<file path="src/rtl/seq_calculator.sv">
// Handshaked unsigned calculator: add/sub finish in one cycle, mul/div share an
// iterative shift-add / restoring shift-subtract datapath over WIDTH cycles.
module seq_calculator #(
  parameter int WIDTH = 8
) (
  input  logic                 clk,
  input  logic                 rst_n,
  input  logic                 in_valid,
  output logic                 in_ready,
  input  logic [WIDTH-1:0]     first_num,
  input  logic [WIDTH-1:0]     second_num,
  input  logic [1:0]           operation,
  output logic                 out_valid,
  input  logic                 out_ready,
  output logic [2*WIDTH-1:0]   result,
  output logic                 div_by_zero,
  output logic                 busy
);

  localparam int CNT_W = $clog2(WIDTH + 1);

  localparam logic [1:0] OP_ADD = 2'b00;
  localparam logic [1:0] OP_SUB = 2'b01;
  localparam logic [1:0] OP_MUL = 2'b10;
  localparam logic [1:0] OP_DIV = 2'b11;

  typedef enum logic [1:0] {IDLE, CALC, DONE} state_t;

  state_t               state, state_next;
  logic [WIDTH-1:0]     a_reg;     // multiplier (mul) or dividend/quotient (div), shifted each step
  logic [WIDTH-1:0]     b_reg;
  logic [WIDTH-1:0]     rem;
  logic [2*WIDTH-1:0]   mcand;
  logic [2*WIDTH-1:0]   acc;
  logic [CNT_W-1:0]     cnt;
  logic                 is_mul;

  logic [WIDTH:0]       rem_shift, rem_diff;
  logic                 rem_ge;
  logic [WIDTH-1:0]     rem_next, quo_next;
  logic [2*WIDTH-1:0]   acc_next;

  assign in_ready  = (state == IDLE);
  assign out_valid = (state == DONE);
  assign busy      = (state != IDLE);

  // NOTE: sequential state uses non-blocking assignments so every register
  // samples the pre-edge values regardless of block ordering.
  always_ff @(posedge clk) begin
    if (!rst_n) state <= IDLE;
    else        state <= state_next;
  end

  // NOTE: default assigned first so no path through the case infers a latch.
  always_comb begin
    state_next = state;
    case (state)
      IDLE: if (in_valid) begin
        if (operation == OP_MUL || (operation == OP_DIV && second_num != '0))
          state_next = CALC;
        else
          state_next = DONE;
      end
      CALC:    if (cnt == CNT_W'(1)) state_next = DONE;
      DONE:    if (out_ready) state_next = IDLE;
      default: state_next = IDLE;
    endcase
  end

  // One iteration of each algorithm; only the one matching is_mul is committed.
  always_comb begin
    acc_next  = acc + (a_reg[0] ? mcand : '0);
    rem_shift = {rem, a_reg[WIDTH-1]};
    rem_diff  = rem_shift - {1'b0, b_reg};
    rem_ge    = (rem_shift >= {1'b0, b_reg});
    rem_next  = rem_ge ? rem_diff[WIDTH-1:0] : rem_shift[WIDTH-1:0];
    quo_next  = {a_reg[WIDTH-2:0], rem_ge};
  end

  always_ff @(posedge clk) begin
    if (!rst_n) begin
      a_reg       <= '0;
      b_reg       <= '0;
      rem         <= '0;
      mcand       <= '0;
      acc         <= '0;
      cnt         <= '0;
      is_mul      <= 1'b0;
      result      <= '0;
      div_by_zero <= 1'b0;
    end else begin
      case (state)
        IDLE: if (in_valid) begin
          a_reg  <= first_num;
          b_reg  <= second_num;
          mcand  <= {{WIDTH{1'b0}}, second_num};
          acc    <= '0;
          rem    <= '0;
          cnt    <= CNT_W'(WIDTH);
          is_mul <= (operation == OP_MUL);
          case (operation)
            OP_ADD: begin
              result      <= {{WIDTH{1'b0}}, first_num} + {{WIDTH{1'b0}}, second_num};
              div_by_zero <= 1'b0;
            end
            OP_SUB: begin
              result      <= {{WIDTH{1'b0}}, first_num} - {{WIDTH{1'b0}}, second_num};
              div_by_zero <= 1'b0;
            end
            OP_DIV: if (second_num == '0) begin
              result      <= {first_num, {WIDTH{1'b1}}};
              div_by_zero <= 1'b1;
            end
            default: ;
          endcase
        end
        CALC: begin
          cnt <= cnt - CNT_W'(1);
          if (is_mul) begin
            acc   <= acc_next;
            a_reg <= a_reg >> 1;
            mcand <= mcand << 1;
          end else begin
            rem   <= rem_next;
            a_reg <= quo_next;
          end
          // Last iteration: load the value being formed this cycle.
          if (cnt == CNT_W'(1)) begin
            result      <= is_mul ? acc_next : {rem_next, quo_next};
            div_by_zero <= 1'b0;
          end
        end
        default: ;
      endcase
    end
  end

endmodule

</file>
<file path="config.mk">
export PLATFORM = sky130hd
export DESIGN_NAME = seq_calculator
export DESIGN_NICKNAME = d
export VERILOG_FILES = /design/src/rtl/seq_calculator.sv
export SDC_FILE = /design/constraint.sdc
export NUM_CORES = 1
export LEC_CHECK = 0
export ABC_AREA = 1
export BUFFER_PORTS_ARGS = -buffer_cell sky130_fd_sc_hd__buf_2
export CAP_MARGIN = 15
export CORE_MARGIN = 8
export CORE_UTILIZATION = 40
export DETAILED_ROUTE_END_ITERATION = 7
export RECOVER_POWER = 100
export SETUP_SLACK_MARGIN = 0.3
export SLEW_MARGIN = 20
export SYNTH_ARGS = -nofsm -noshare
export SYNTH_HDL_FRONTEND = slang
export SYNTH_SLANG_ARGS = --single-unit
</file>
<file path="constraint.sdc">
create_clock -name clk -period 4.21 [get_ports clk]
set_input_delay 0.421 -clock clk [delete_from_list [all_inputs] [get_ports clk]]
set_output_delay 0.421 -clock clk [all_outputs]
set_load 0.01 [all_outputs]
</file>
; ---- Word level (Yosys, flattened, before mapping)
; Cells that the tools add are included.
; W data, S select, Z words.
[classes]
mux = 32
n_eq_ne = 14
order_cmp = 1
n_reduce_logical = 16
add_sub_neg = 5
[ops]
columns = op, count
row1 = $mux W16, 9
row2 = $pmux W16 S2, 3
row3 = $pmux W16 S3, 1
row4 = $mux W8, 5
row5 = $pmux W8 S2, 2
row6 = $add A16 B16 Y16, 1
row7 = $reduce_and A5 Y1, 2
row8 = $add A8 B8 Y9, 1
row9 = $ge A9 B8 Y1, 1
row10 = $reduce_and A3 Y1, 3
row11 = $sub A8 B8 Y9, 1
row12 = $logic_not A8 Y1, 1
row13 = $mux W2, 4
row14 = $ne A2 B2 Y1 const B, 4
row15 = $pmux W4 S2, 1
row16 = $reduce_bool A8 Y1, 1
row17 = $sub A8 B8 Y8, 1
row18 = $eq A2 B2 Y1 const B, 3
row19 = $ne A3 B2 Y1 const B, 2
row20 = $pmux W2 S3, 1
row21 = $eq A2 B1 Y1 const B, 2
row22 = $eq A4 B1 Y1 const B, 1
row23 = $logic_not A2 Y1, 2
row24 = $mux W4, 1
row25 = other kinds (10), 15
[word_totals]
reg_bits = 80
wordCells = 78

; ---- Longest topological paths before layout
[logic_depth]
depth_word = 6
mapped_depth = 18

; ---- Least setup slack after synthesis
; OpenSTA, ideal clock, no wires.
[synth_timing]
kind = reg2reg
from = register a_reg[0]
to = register result[8]
period_less_slack_ns = 2.055
setup_slack_ns = 2.155
path_stages_with_launch = 15
path_buffers = 2
arrival_ns = 1.947
setup_ns = 0.109
path_cell_list = dfxtp_1 clkbuf_1 clkbuf_1 nand2_1 inv_1 ha_1 nand2_1 inv_1 a21oi_1 nand3b_1 nand3_1 nand2_1 nand3b_1 nand2_1 inv_1
[synth_via]
elab_chain_cells = 5
[synth_lines]
columns = element, line_no
row1 = from (decl), 30  ; logic [WIDTH-1:0] a_reg;
row2 = from (signal assigned), 94  ; a_reg <= first_num;
row3 = from (signal assigned), 121  ; a_reg <= a_reg >> 1;
row4 = from (signal assigned), 125  ; a_reg <= quo_next;
row5 = $mux W16, 72  ; acc_next = acc + (a_reg[0] ? mcand : '0);
row6 = $add A16 B16 Y16, 72
row7 = $mux W16, 129  ; result <= is_mul ? acc_next : {rem_next, quo_next};
row8 = $mux W16, 128  ; if (cnt == CNT_W'(1)) begin
row9 = $pmux W16 S2, 92  ; case (state)
row10 = to (signal assigned), 103  ; result <= {{WIDTH{1'b0}}, first_num} + {{WIDTH{1'b0}}, second_num};
row11 = to (signal assigned), 107  ; result <= {{WIDTH{1'b0}}, first_num} - {{WIDTH{1'b0}}, second_num};
row12 = to (signal assigned), 129
row13 = to (decl), 15  ; output logic [2*WIDTH-1:0] result,
; Every way passes these cells. The select of a mux whose other input is x is not followed.
; A chain may end at the register's enable or synchronous reset.

; ---- Worst setup path in the final report
[layout_timing]
from = register state[1]
to = register rem[1]
[layout_via]
elab_chain_cells = 3
[layout_lines]
columns = element, line_no
row1 = from (decl), 29  ; state_t state, state_next;
row2 = from (signal assigned), 51  ; else state <= state_next;
row3 = $eq A2 B1 Y1 / $logic_not A2 Y1 (equally long branches), 92
row4 = $ne A2 B2 Y1 (no source line) / $reduce_bool A2 Y1 (equally long branches), n/a
row5 = $reduce_and A3 Y1 (no source line), n/a
row6 = to (signal assigned), 124  ; rem <= rem_next;
row7 = to (decl), 32  ; logic [WIDTH-1:0] rem;
; Several ways; a longest one is shown, not always the timed one.

==> impl_metrics.py <==
metrics = {
    "logic_synthesis": {
        "ys_top_cells_by_count": "nand2_1, inv_1, dfxtp_1",
        "synth_most_common_cell": "nand2_1",
        "synth_top_area_share_pct": 28.0,
        "yosysTopAreaCell": "dfxtp_1",
        "synth_cells": 921,
        "synthFlopType": "dfxtp_1",
        "synth_cell_types": 41,
        "synth.net_count": 988,
        "ys_warn_count": 0,
        "synth_area_leaders": "dfxtp_1, nand2_1, inv_1",
        "syn_area_sq_um": 5710,
        "synth-edff-count": 0,
        "async_reset_ff_share_pct": 0,
        "avgSynthCellArea_sq_um": 6.20,
        "ys_seq_area_share_pct": 28.0,
        "ys_ff_latch": 80,
    },
    "grt": {
        "grt_overflow": 0,
        "grt_pass1_vias": 5144,
        "antenna_found_initial": 0,
        "grt_pass1_wl_um": 26000,
        "grt_max_degree": 33,
        "grt_use_total_pct": 17.9,
    },
    "timing": {
        "period_share_pct": 72.4,
        "finalClockSkew_ps": 9.40,
        "final_max_slew_viol_count": 0,
        "worstMarginPinSlew_ps": 1390,
        "finalHoldViolations": 0,
        "rsz0062_at_grt": "false",
        "finalSetupTns_ps": 0,
        "setup_viol": 0,
        "timing.final.ws_setup_ps": 1160,
        "post-route-min-period_ps": 3050,
        "maxClockFrequency_mhz": 328,
        "slew_headroom_pct": 7.63,
    },
    "cts": {
        "clk_pin_slew_ps": 60,
        "postCtsSetupRepairBufs": 0,
        "htree_levels": 3,
        "clockRootBuffer": "clkbuf_16",
        "cts_tree": "built",
        "insertion_delay_ps": 340,
        "cts_buffer_depth": 2,
        "holdBufCountCts": 0,
        "cts_buffers": 9,
        "cts.sinks": 80,
        "cts_resized": 0,
    },
    "worst_hold_path": {
        "min-delay-path-class": "primary input to flop",
    },
    "worst_setup_path": {
        "end_kind": "flop",
        "worstPathMaxFanout": 24,
        "required_ps": 4460,
        "cp-start-kind": "flop",
        "criticalPathCategory": "flop to flop",
        "arrival_ps": 3300,
    },
    "final_layout": {
        "finalNetCount": 1014,
        "fin_util_pct": 44.7,
        "top_regs": "acc x16, mcand x16, result x16",
        "nFillCells": 1542,
        "drive_gt1_share_pct": 5.06,
        "syn_to_final_growth_pct": 9.00,
        "antenna_cells": 0,
    },
    "power_and_ir_drop": {
        "power_density_nw_per_um2": 477,
        "vdd_ir_drop_max_v": 0.000250,
        "p_leak_uw": 0.00322,
    },
    "run": {
        "max_cap_viol_count": 0,
    },
    "routing": {
        "routed_wl_um": 16100,
        "ant_nets": 0,
        "drc_errors": 0,
        "firstDrtPassIters": 5,
        "wl_per_cell_um": 14.3,
        "routed_via_density": 5.04,
        "routed-via-count": 5689,
        "drt-initial-drc-count": 446,
    },
    "placement": {
        "dp_hpwl_um": 12500,
        "place_congestion": 0.875,
        "portBuffers": 41,
        "place_ws_ps": 1810,
    },
    "floorplan": {
        "initial_core_util_pct": 41.0,
        "dieArea_sq_um": 18400,
        "die_h_um": 136,
        "row_count": 43,
        "fp.dieW_um": 136,
        "core-area_sq_um": 13900,
        "pin_count": 42,
    },
    "status": {
        "status": "finished clean",
    },
}
==> final timing paths <==
path / startpoint / endpoint / slack (ps) / cells past startpoint
max: state[1] / rem[1] / 1160 / 8
min: out_ready / state[1] / 380 / 4
max reg2reg: state[1] / rem[1] / 1160 / 8
min reg2reg: b_reg[2] / b_reg[2] / 470 / 2
==> cells by family (layout without fill, tap and decap cells) <==
group	Yosys count	in the layout	share of synthesized area [%]
compound gates	147	147	13.9
xor+xnor	12	12	1.84
fa+ha+maj	45	45	10.4
buf+inv	180	208	12.2
flops	80	80	28.0
simple gates	457	457	33.6
==> worst max-delay path: stages, from the launching register on <==
cell and delay [ps]:
dfxtp_1 440, nor2_1 130, nand2_1 620, inv_1 370, nor2_1 600, inv_1 220, nand2_1 310, nand2_1 100
a21oi_1 170
==> where the power goes <==
group          internal, uW  switching [uW]
combinational           432             869
sequential              881             104
clock                   388             298
total                  1700            1270
==> cells in the final DEF, fill, tap and decap left out, types with 5 or more instances in the layout <==
master	n
nand3b_1	8
inv_2	8
inv_1	142
ha_1	41
a21oi_1	78
clkbuf_1	23
dfxtp_1	80
a31oi_1	10
nor2_1	79
nand2_1	281
nor3_1	5
o21ai_0	35
o21ai_1	10
nand4_1	8
xor2_1	9
nand3_1	67
clkbuf_16	9
buf_2	20
==> metal layers <==
layer	up-vias	wire length [um]	GRT usage [%]	part of all wire [%]
met5	-	0	0	0
met4	0	243	5.55	1.5
met3	18	871	4.34	5.4
met2	149	7140	27.2	44
met1	2558	7850	24.4	49
li1	2964	-	-	-
==> through the flow <==
step	total power (uW)	cell area, sq um	hold WS (ps)	cells
after floorplan	1990	5710	435	921
after detailed placement	2330	6030	461	1116
final	2970	6230	385	1129
after global routing	3220	6230	389	1129
after global placement	2320	6030	455	1116
after CTS	3020	6270	377	1129
==> cell type report <==
cell class	count	area [sq um]	area share, %
clock buffers	11	233	3.74
clock inverters	2	10.0	0.161
inverters	153	577	9.26
multi-input cells	661	3390	54.5
flip-flops and latches	80	1600	25.7
well taps	180	225	3.62
repair buffers	42	186	2.99
Note: power is estimated with default switching activity, not from simulation.
